[src/rtl/pifo_pop_monitor.sv]
// Pop-side initiator/checker for a PIFO: tracks occupancy, issues spaced pops, captures and order-checks pop data.
// Latency: o_pop -> i_pop_data after POP_LAT cycles; o_pop -> o_data_valid after POP_LAT+1 cycles.
// Backpressure: a pending pop is held off (o_pop low) in any cycle where i_push is high; no downstream stall.
//
// Ports:
//   i_clk, i_rst          clock, synchronous active-high reset
//   i_push                push strobe observed on the PIFO push port
//   i_pop_en, i_drain_req single-pop / drain-all request pulses
//   o_pop                 pop strobe to the PIFO
//   i_pop_data            PIFO pop data, valid POP_LAT cycles after o_pop
//   o_data_valid, o_data  captured pop data (1-cycle pulse)
//   o_occupancy           entries currently held by the PIFO
//   o_busy                sequencer not idle
//   o_pop_cnt             wrapping count of pops issued
//   o_order_err, o_ovf_err, o_unf_err  sticky error flags, cleared by reset only
//
// POP_GAP is expected to be >= 1.
module pifo_pop_monitor #(
    parameter int PTW     = 10,
    parameter int MTW     = 0,
    parameter int CAP     = 24,
    parameter int POP_LAT = 1,
    parameter int POP_GAP = 2,
    parameter int CNT_W   = 16,
    localparam int DW     = PTW + MTW,
    localparam int OCC_W  = $clog2(CAP + 1)
) (
    input  logic             i_clk,
    input  logic             i_rst,
    input  logic             i_push,
    input  logic             i_pop_en,
    input  logic             i_drain_req,
    output logic             o_pop,
    input  logic [DW-1:0]    i_pop_data,
    output logic             o_data_valid,
    output logic [DW-1:0]    o_data,
    output logic [OCC_W-1:0] o_occupancy,
    output logic             o_busy,
    output logic [CNT_W-1:0] o_pop_cnt,
    output logic             o_order_err,
    output logic             o_ovf_err,
    output logic             o_unf_err
);

    localparam int GAP_W = (POP_GAP > 0) ? $clog2(POP_GAP + 1) : 1;
    localparam logic [OCC_W-1:0] CAP_OCC = OCC_W'(CAP);

    typedef enum logic [1:0] {IDLE, ISSUE, GAP, FLUSH} state_t;

    state_t             state;
    logic               drain;
    logic [GAP_W-1:0]   gap_cnt;
    logic [POP_LAT-1:0] pipe;
    logic [PTW-1:0]     ref_rank;
    logic               ref_valid;
    logic [PTW-1:0]     pop_rank;
    logic               pipe_tail;
    logic               drain_next;

    // A push and a pop never share a cycle: the PIFO cannot do both at once.
    assign o_pop      = (state == ISSUE) && !i_push;
    assign o_busy     = (state != IDLE);
    assign pop_rank   = i_pop_data[DW-1:MTW];
    assign pipe_tail  = pipe[POP_LAT-1];
    // A drain request arriving on the decision cycle still extends the run.
    assign drain_next = drain || i_drain_req;

    // Occupancy tracking and pop sequencer.
    always_ff @(posedge i_clk) begin
        if (i_rst) begin
            state       <= IDLE;
            drain       <= 1'b0;
            gap_cnt     <= '0;
            o_occupancy <= '0;
            o_pop_cnt   <= '0;
            o_ovf_err   <= 1'b0;
            o_unf_err   <= 1'b0;
        end else begin
            if (i_push) begin
                if (o_occupancy == CAP_OCC) begin
                    o_ovf_err <= 1'b1;
                end else begin
                    o_occupancy <= o_occupancy + 1'b1;
                end
            end else if (o_pop) begin
                o_occupancy <= o_occupancy - 1'b1;
            end

            case (state)
                IDLE: begin
                    if (i_pop_en || i_drain_req) begin
                        if (o_occupancy == '0) begin
                            o_unf_err <= 1'b1;
                        end else begin
                            drain <= i_drain_req;
                            state <= ISSUE;
                        end
                    end
                end
                ISSUE: begin
                    if (i_drain_req) begin
                        drain <= 1'b1;
                    end
                    if (!i_push) begin
                        o_pop_cnt <= o_pop_cnt + 1'b1;
                        gap_cnt   <= GAP_W'(POP_GAP);
                        state     <= GAP;
                    end
                end
                GAP: begin
                    if (i_drain_req) begin
                        drain <= 1'b1;
                    end
                    // Decide on the cycle the counter reaches zero so that exactly
                    // POP_GAP idle cycles separate consecutive pops.
                    if (gap_cnt <= GAP_W'(1)) begin
                        gap_cnt <= '0;
                        if (drain_next && (o_occupancy != '0)) begin
                            state <= ISSUE;
                        end else begin
                            state <= FLUSH;
                        end
                    end else begin
                        gap_cnt <= gap_cnt - 1'b1;
                    end
                end
                FLUSH: begin
                    if (pipe == '0) begin
                        state <= IDLE;
                        drain <= 1'b0;
                    end else if (i_drain_req) begin
                        drain <= 1'b1;
                    end
                end
                default: state <= IDLE;
            endcase
        end
    end

    // Pop latency pipe, data capture and ordering check.
    always_ff @(posedge i_clk) begin
        if (i_rst) begin
            pipe         <= '0;
            o_data_valid <= 1'b0;
            o_data       <= '0;
            o_order_err  <= 1'b0;
            ref_rank     <= '0;
            ref_valid    <= 1'b0;
        end else begin
            pipe[0] <= o_pop;
            for (int i = 1; i < POP_LAT; i++) begin
                pipe[i] <= pipe[i-1];
            end

            o_data_valid <= pipe_tail;
            if (pipe_tail) begin
                o_data <= i_pop_data;
                if (ref_valid && (pop_rank < ref_rank)) begin
                    o_order_err <= 1'b1;
                end
                ref_rank  <= pop_rank;
                ref_valid <= 1'b1;
            end

            // A newly pushed entry may legitimately outrank everything popped so far.
            if (i_push) begin
                ref_valid <= 1'b0;
            end
        end
    end

endmodule
[config.mk]
export PLATFORM = sky130hd
export DESIGN_NAME = pifo_pop_monitor
export DESIGN_NICKNAME = d
export VERILOG_FILES = /design/src/rtl/pifo_pop_monitor.sv
export SDC_FILE = /design/constraint.sdc
export NUM_CORES = 1
export LEC_CHECK = 0
export CORE_MARGIN = 5
export CORE_UTILIZATION = 49
export CTS_CLUSTER_SIZE = 16
export DETAILED_ROUTE_END_ITERATION = 8
export PLACE_DENSITY = 0.86
export SLEW_MARGIN = 20
export SYNTH_ARGS = -nofsm -noshare
export SYNTH_HDL_FRONTEND = slang
export SYNTH_SLANG_ARGS = --single-unit
[constraint.sdc]
create_clock -name i_clk -period 2.85 [get_ports i_clk]
set_clock_uncertainty 0.15 [all_clocks]
set_input_delay 0.7125 -clock i_clk [delete_from_list [all_inputs] [get_ports i_clk]]
set_output_delay 0.7125 -clock i_clk [all_outputs]
set_load 0.1 [all_outputs]
# Yosys cells after proc, flatten, opt, wreduce, memory -nomap -nowiden
# Index checks and enable logic that the tools add are counted.
# totals
input_bits	15
out_inout_bits	37
ff_bits	42
# classes
n_lt_le_gt_ge	2
bitwise	1
addsub	4
n_eq_ne	10
mux	17
n_reduce_logical	22
# op_table
cell	count
adder 16 x 1 -> 16 bit (second input constant)	1
2-to-1 mux 5 bit	3
2-to-1 mux 2 bit	7
inequality test 2 bit (second input constant)	6
AND reduction 2 bit	6
less-than comparator 10 bit	1
one-hot mux 2 bit (4 select lines)	1
nonzero test 2 bit	3
adder 5 x 1 -> 5 bit (second input constant)	1
== test 5 bit (second input constant)	1
logical NOT 5 bit	1
AND reduction 5 bit	1
nonzero test 5 bit	1
subtractor 5 x 1 -> 5 bit (second input constant)	1
== test 2 bit (second input constant)	2
2-to-1 mux 1 bit	4
one-hot mux 2 bit (2 select lines)	1
OR reduction 2 bit	2
logical AND 1 bit	3
one-hot mux 1 bit (3 select lines)	1
AND reduction 3 bit	1
== test 2 x 1 -> 1 bit (second input constant)	1
<= comparator 2 x 1 -> 1 bit (second input constant)	1
logical NOT 2 bit	1
other kinds (4)	5

# Logic depth before layout (Yosys ltp)
# logic_depth
ltp_word	5
ltp_mapped	8
ltp_nobuf	7

# Least setup slack after synthesis
# OpenSTA, ideal clock, no wires.
# synth_timing
kind	in2reg
startpoint	in i_push
endpoint	reg o_occupancy[4]
path_stages	7
arrival_ps	2226
setup_time_ps	86
required_ps	2614
setup_slack_ps	388
path_buffers	1
path_cell_list	buf_2 -> inv_1 -> fa_1 -> a21o_1 -> a21o_1 -> a31o_2 -> a211oi_1
# synth_via
elab_chain_len	4
elab_cells_between_ends	6
classes_between	eq/ne (1); mux (1); reduce/logical (4)
# synth_rtl
item	line	rtl
start, declared	30	input logic i_push,
logical NOT 1 bit	-	
logical AND 1 bit	61	assign o_pop = (state == ISSUE) && !i_push;
nonzero test 2 bit (no source line)	-	
AND reduction 2 bit (no source line)	-	
end signal, assigned	83	o_occupancy <= o_occupancy + 1'b1;
end signal, assigned	86	o_occupancy <= o_occupancy - 1'b1;
end, declared	37	output logic [OCC_W-1:0] o_occupancy,
# Parallel ways exist; a longest one is shown, timed or not.
# A chain may end at the register's enable or synchronous reset.

# Worst setup path after layout
# layout_timing
startpoint	in i_push
endpoint	out o_pop
# layout_via
elab_chain_len	2
# layout_rtl
item	line	rtl
logical NOT 1 bit	-	
logical AND 1 bit	61	
end, declared	33	output logic o_pop,
# No other way between the ends.

==> reports/results.ini <==
[place]
port_buffers=51
placed_cells=339
pre_cts_ws_ns=-0.0101
dpl-instance-area_um2=2630
dpl.hpwl_um=3410
finalWeightedCongestion=0.745

[clock_tree]
htreeDepth=2
cts_sinks=42
cts_resized=0
numCtsBuffers=5
cts_tree=yes
clkSlewWorstSetupHoldPaths_ns=0.07
holdBufCountCts=0
cts_buffer_depth=2
clockRootBuffer=clkbuf_8
postCtsSetupRepairBufs=0
clock_latency_ns=0.29

[yosys]
ys.flop_type=dfxtp_1
synthDistinctLibCells=43
ys_seq_area_frac=0.393
synth_edf_count=0
synth_nets=273
avgSynthCellArea_um2=8.91
yosysWarnings=0
ys_seq_elements=42
syn_area_um2=2140
synthCells=240
synthArstFlopShare=0

[detailed_routing]
viasPerCell=5.44
drt-pass1-iter-count=4
routed-via-count=1886
wl_per_cell_um=13.5
drtIter0Drc=65
drc=0
antenna_left=0
wl_um=4680

[power]
p_leak_nw=1.13
powerDensity_nw_per_um2=821
vdd_drop_max_mv=0.633

[final_layout]
fin_cells=347
nets=327
fillers=368
drive_gt1_frac=0.180
areaGrowthSynthToFinish_pct=28.0
postLayoutCellArea_um2=2740
n_antenna_cell=0

[floorplanning]
rows=24
die_y_um=76.1
core_area_um2=4290
start_util=0.498
io_pins=52
die-area_um2=5790
die_w_um=76.1

[grt]
grt_overflow=0
gr-usage-all-layers=0.169
use_met2=0.298
grt_max_degree=39
grt_pass1_wl_um=8230
met3_usage=0.0556
grtUsageMet1=0.189
grt_pass1_vias=1839
top_usage_layer=met2
antenna_found_initial=0

[hold_path]
min_from=o_ovf_err
whs_path_depth=2
hold_end=o_ovf_err
hold_path.class=reg2reg

[critical_path]
cp-startpoint=i_push
slowest_stage=clkdlybuf4s50_1
cp_max_fo=13
rr_worst_depth=6
required_ns=1.99
crit_path_end_kind=output port
path_cells=clkdlybuf4s50_1, buf_4, nand2b_1, inv_1, buf_12
rr_endpoint=o_pop_cnt[14]
criticalPathCategory=in2out
r2r-start=state[1]
crit_arrival_ns=1.83
ff2ff_setup_slack_ns=0.74
slowest_delay_ns=0.44
cp-start-kind=primary input

[run]
max_cap_violations=0

[sta]
tightest_slew_ns=0.723
setup_slack_ns=0.159
setup_tns_ns=0
drv_slew=0
fin_crit_sh=0.944
clock.fmax_mhz=372
relSlewSlack=0.515
rsz0062_at_grt=no
finalSetupViolations=0
fin_crit_ns=2.69
hold_viol=0

[status]
status=completed

[layout make-up]
type                       instances  area (µm²)  share of cell area
tap                               52        65.1              0.0238
multi-input combinational        171        1190               0.434
clock inverter                     1        30.0              0.0110
sequential                        42         841               0.307
clock buffer                       7        76.3              0.0279
timing repair buffer              56         468               0.171
inverter                          18        67.6              0.0247
[power breakdown]
part	leakage, nW	switching [W]	internal, W
registers	0.341	0.0000851	0.000659
logic	0.740	0.000732	0.000311
clock network	0.0524	0.000198	0.000262
[cells by family after synthesis]
logic type,synth area share
buf+inv,0.0509
compound gates,0.154
simple gates,0.193
flops,0.393
xor+xnor,0.0492
fa+ha+maj,0.109
mux,0.0515
[worst max path at each step]
stage                           to  depth (start not counted)
floorplan           o_occupancy[4]                          7
global placement    o_occupancy[4]                          7
detailed placement  o_occupancy[4]                          7
CTS                          o_pop                          5
global route                 o_pop                          5
finish                       o_pop                          5
[cell usage after synthesis, types with 2 or more instances]
cell type	instances	share of area
dfxtp_1	42	0.39
nor3b_1	2	0.0070
nor2_1	31	0.054
xnor2_1	4	0.016
a31oi_1	2	0.0059
xor2_1	8	0.033
and3_1	2	0.0059
inv_1	18	0.032
o21a_1	3	0.011
a21oi_1	18	0.042
buf_2	2	0.0047
buf_1	3	0.0053
nor3_1	5	0.012
o31ai_1	4	0.014
a22oi_1	2	0.0070
ha_1	17	0.099
nand3_1	4	0.0094
and4_1	2	0.0082
nand2_1	14	0.025
nand2b_1	2	0.0059
a21o_1	3	0.011
mux2i_1	11	0.051
or4_1	4	0.014
clkbuf_1	2	0.0035
o21ai_0	3	0.0070
a211oi_1	9	0.032
nand4_1	7	0.020
[worst max-delay path: cells and delay by family]
family | cells | cell delay, ns
buffers and inverters | 4 | 0.94
and+or+nand+nor | 1 | 0.16
[metrics by stage]
step,util,total power (W),hold WS [ns]
after floorplan,-,0.00156,0.303
after global placement,0.612,0.00178,0.290
after detailed placement,0.612,0.00179,0.299
final,0.637,0.00225,0.305
after global routing,0.637,0.00238,0.335
after CTS,0.637,0.00227,0.309
[cell usage in the layout, fill, tap and decap left out, drive strengths merged, types with 3 or more instances in the layout]
cell type and n:
dfxtp 42, o21a 3, buf 42, a211oi 9, a21oi 18, mux2i 11, nor3 5, xnor2 4
ha 17, inv 18, nand4 7, clkbuf 7, o21ai 3, nand2 14, nor2 31, clkdlybuf4s50 14
or4 4, o31ai 4, xor2 8, a21o 3, nand3 5
[flip-flops by register name (all words and copies together), names as in the netlist]
register,count
pipe,1
ref_valid,1
o_ovf_err,1
o_occupancy,5
gap_cnt,2
ref_rank,10
o_unf_err,1
o_order_err,1
o_pop_cnt,16
state,2
drain,1
o_data_valid,1
[metal layers]
| metal | part of all wire | vias up |
|---|---|---|
| met1 | 0.41 | 863 |
| met3 | 0.064 | 11 |
| li1 | - | 961 |
| met5 | 0 | - |
| met4 | 0.022 | 0 |
| met2 | 0.50 | 51 |
No activity file was read; power rests on OpenSTA's default activity.
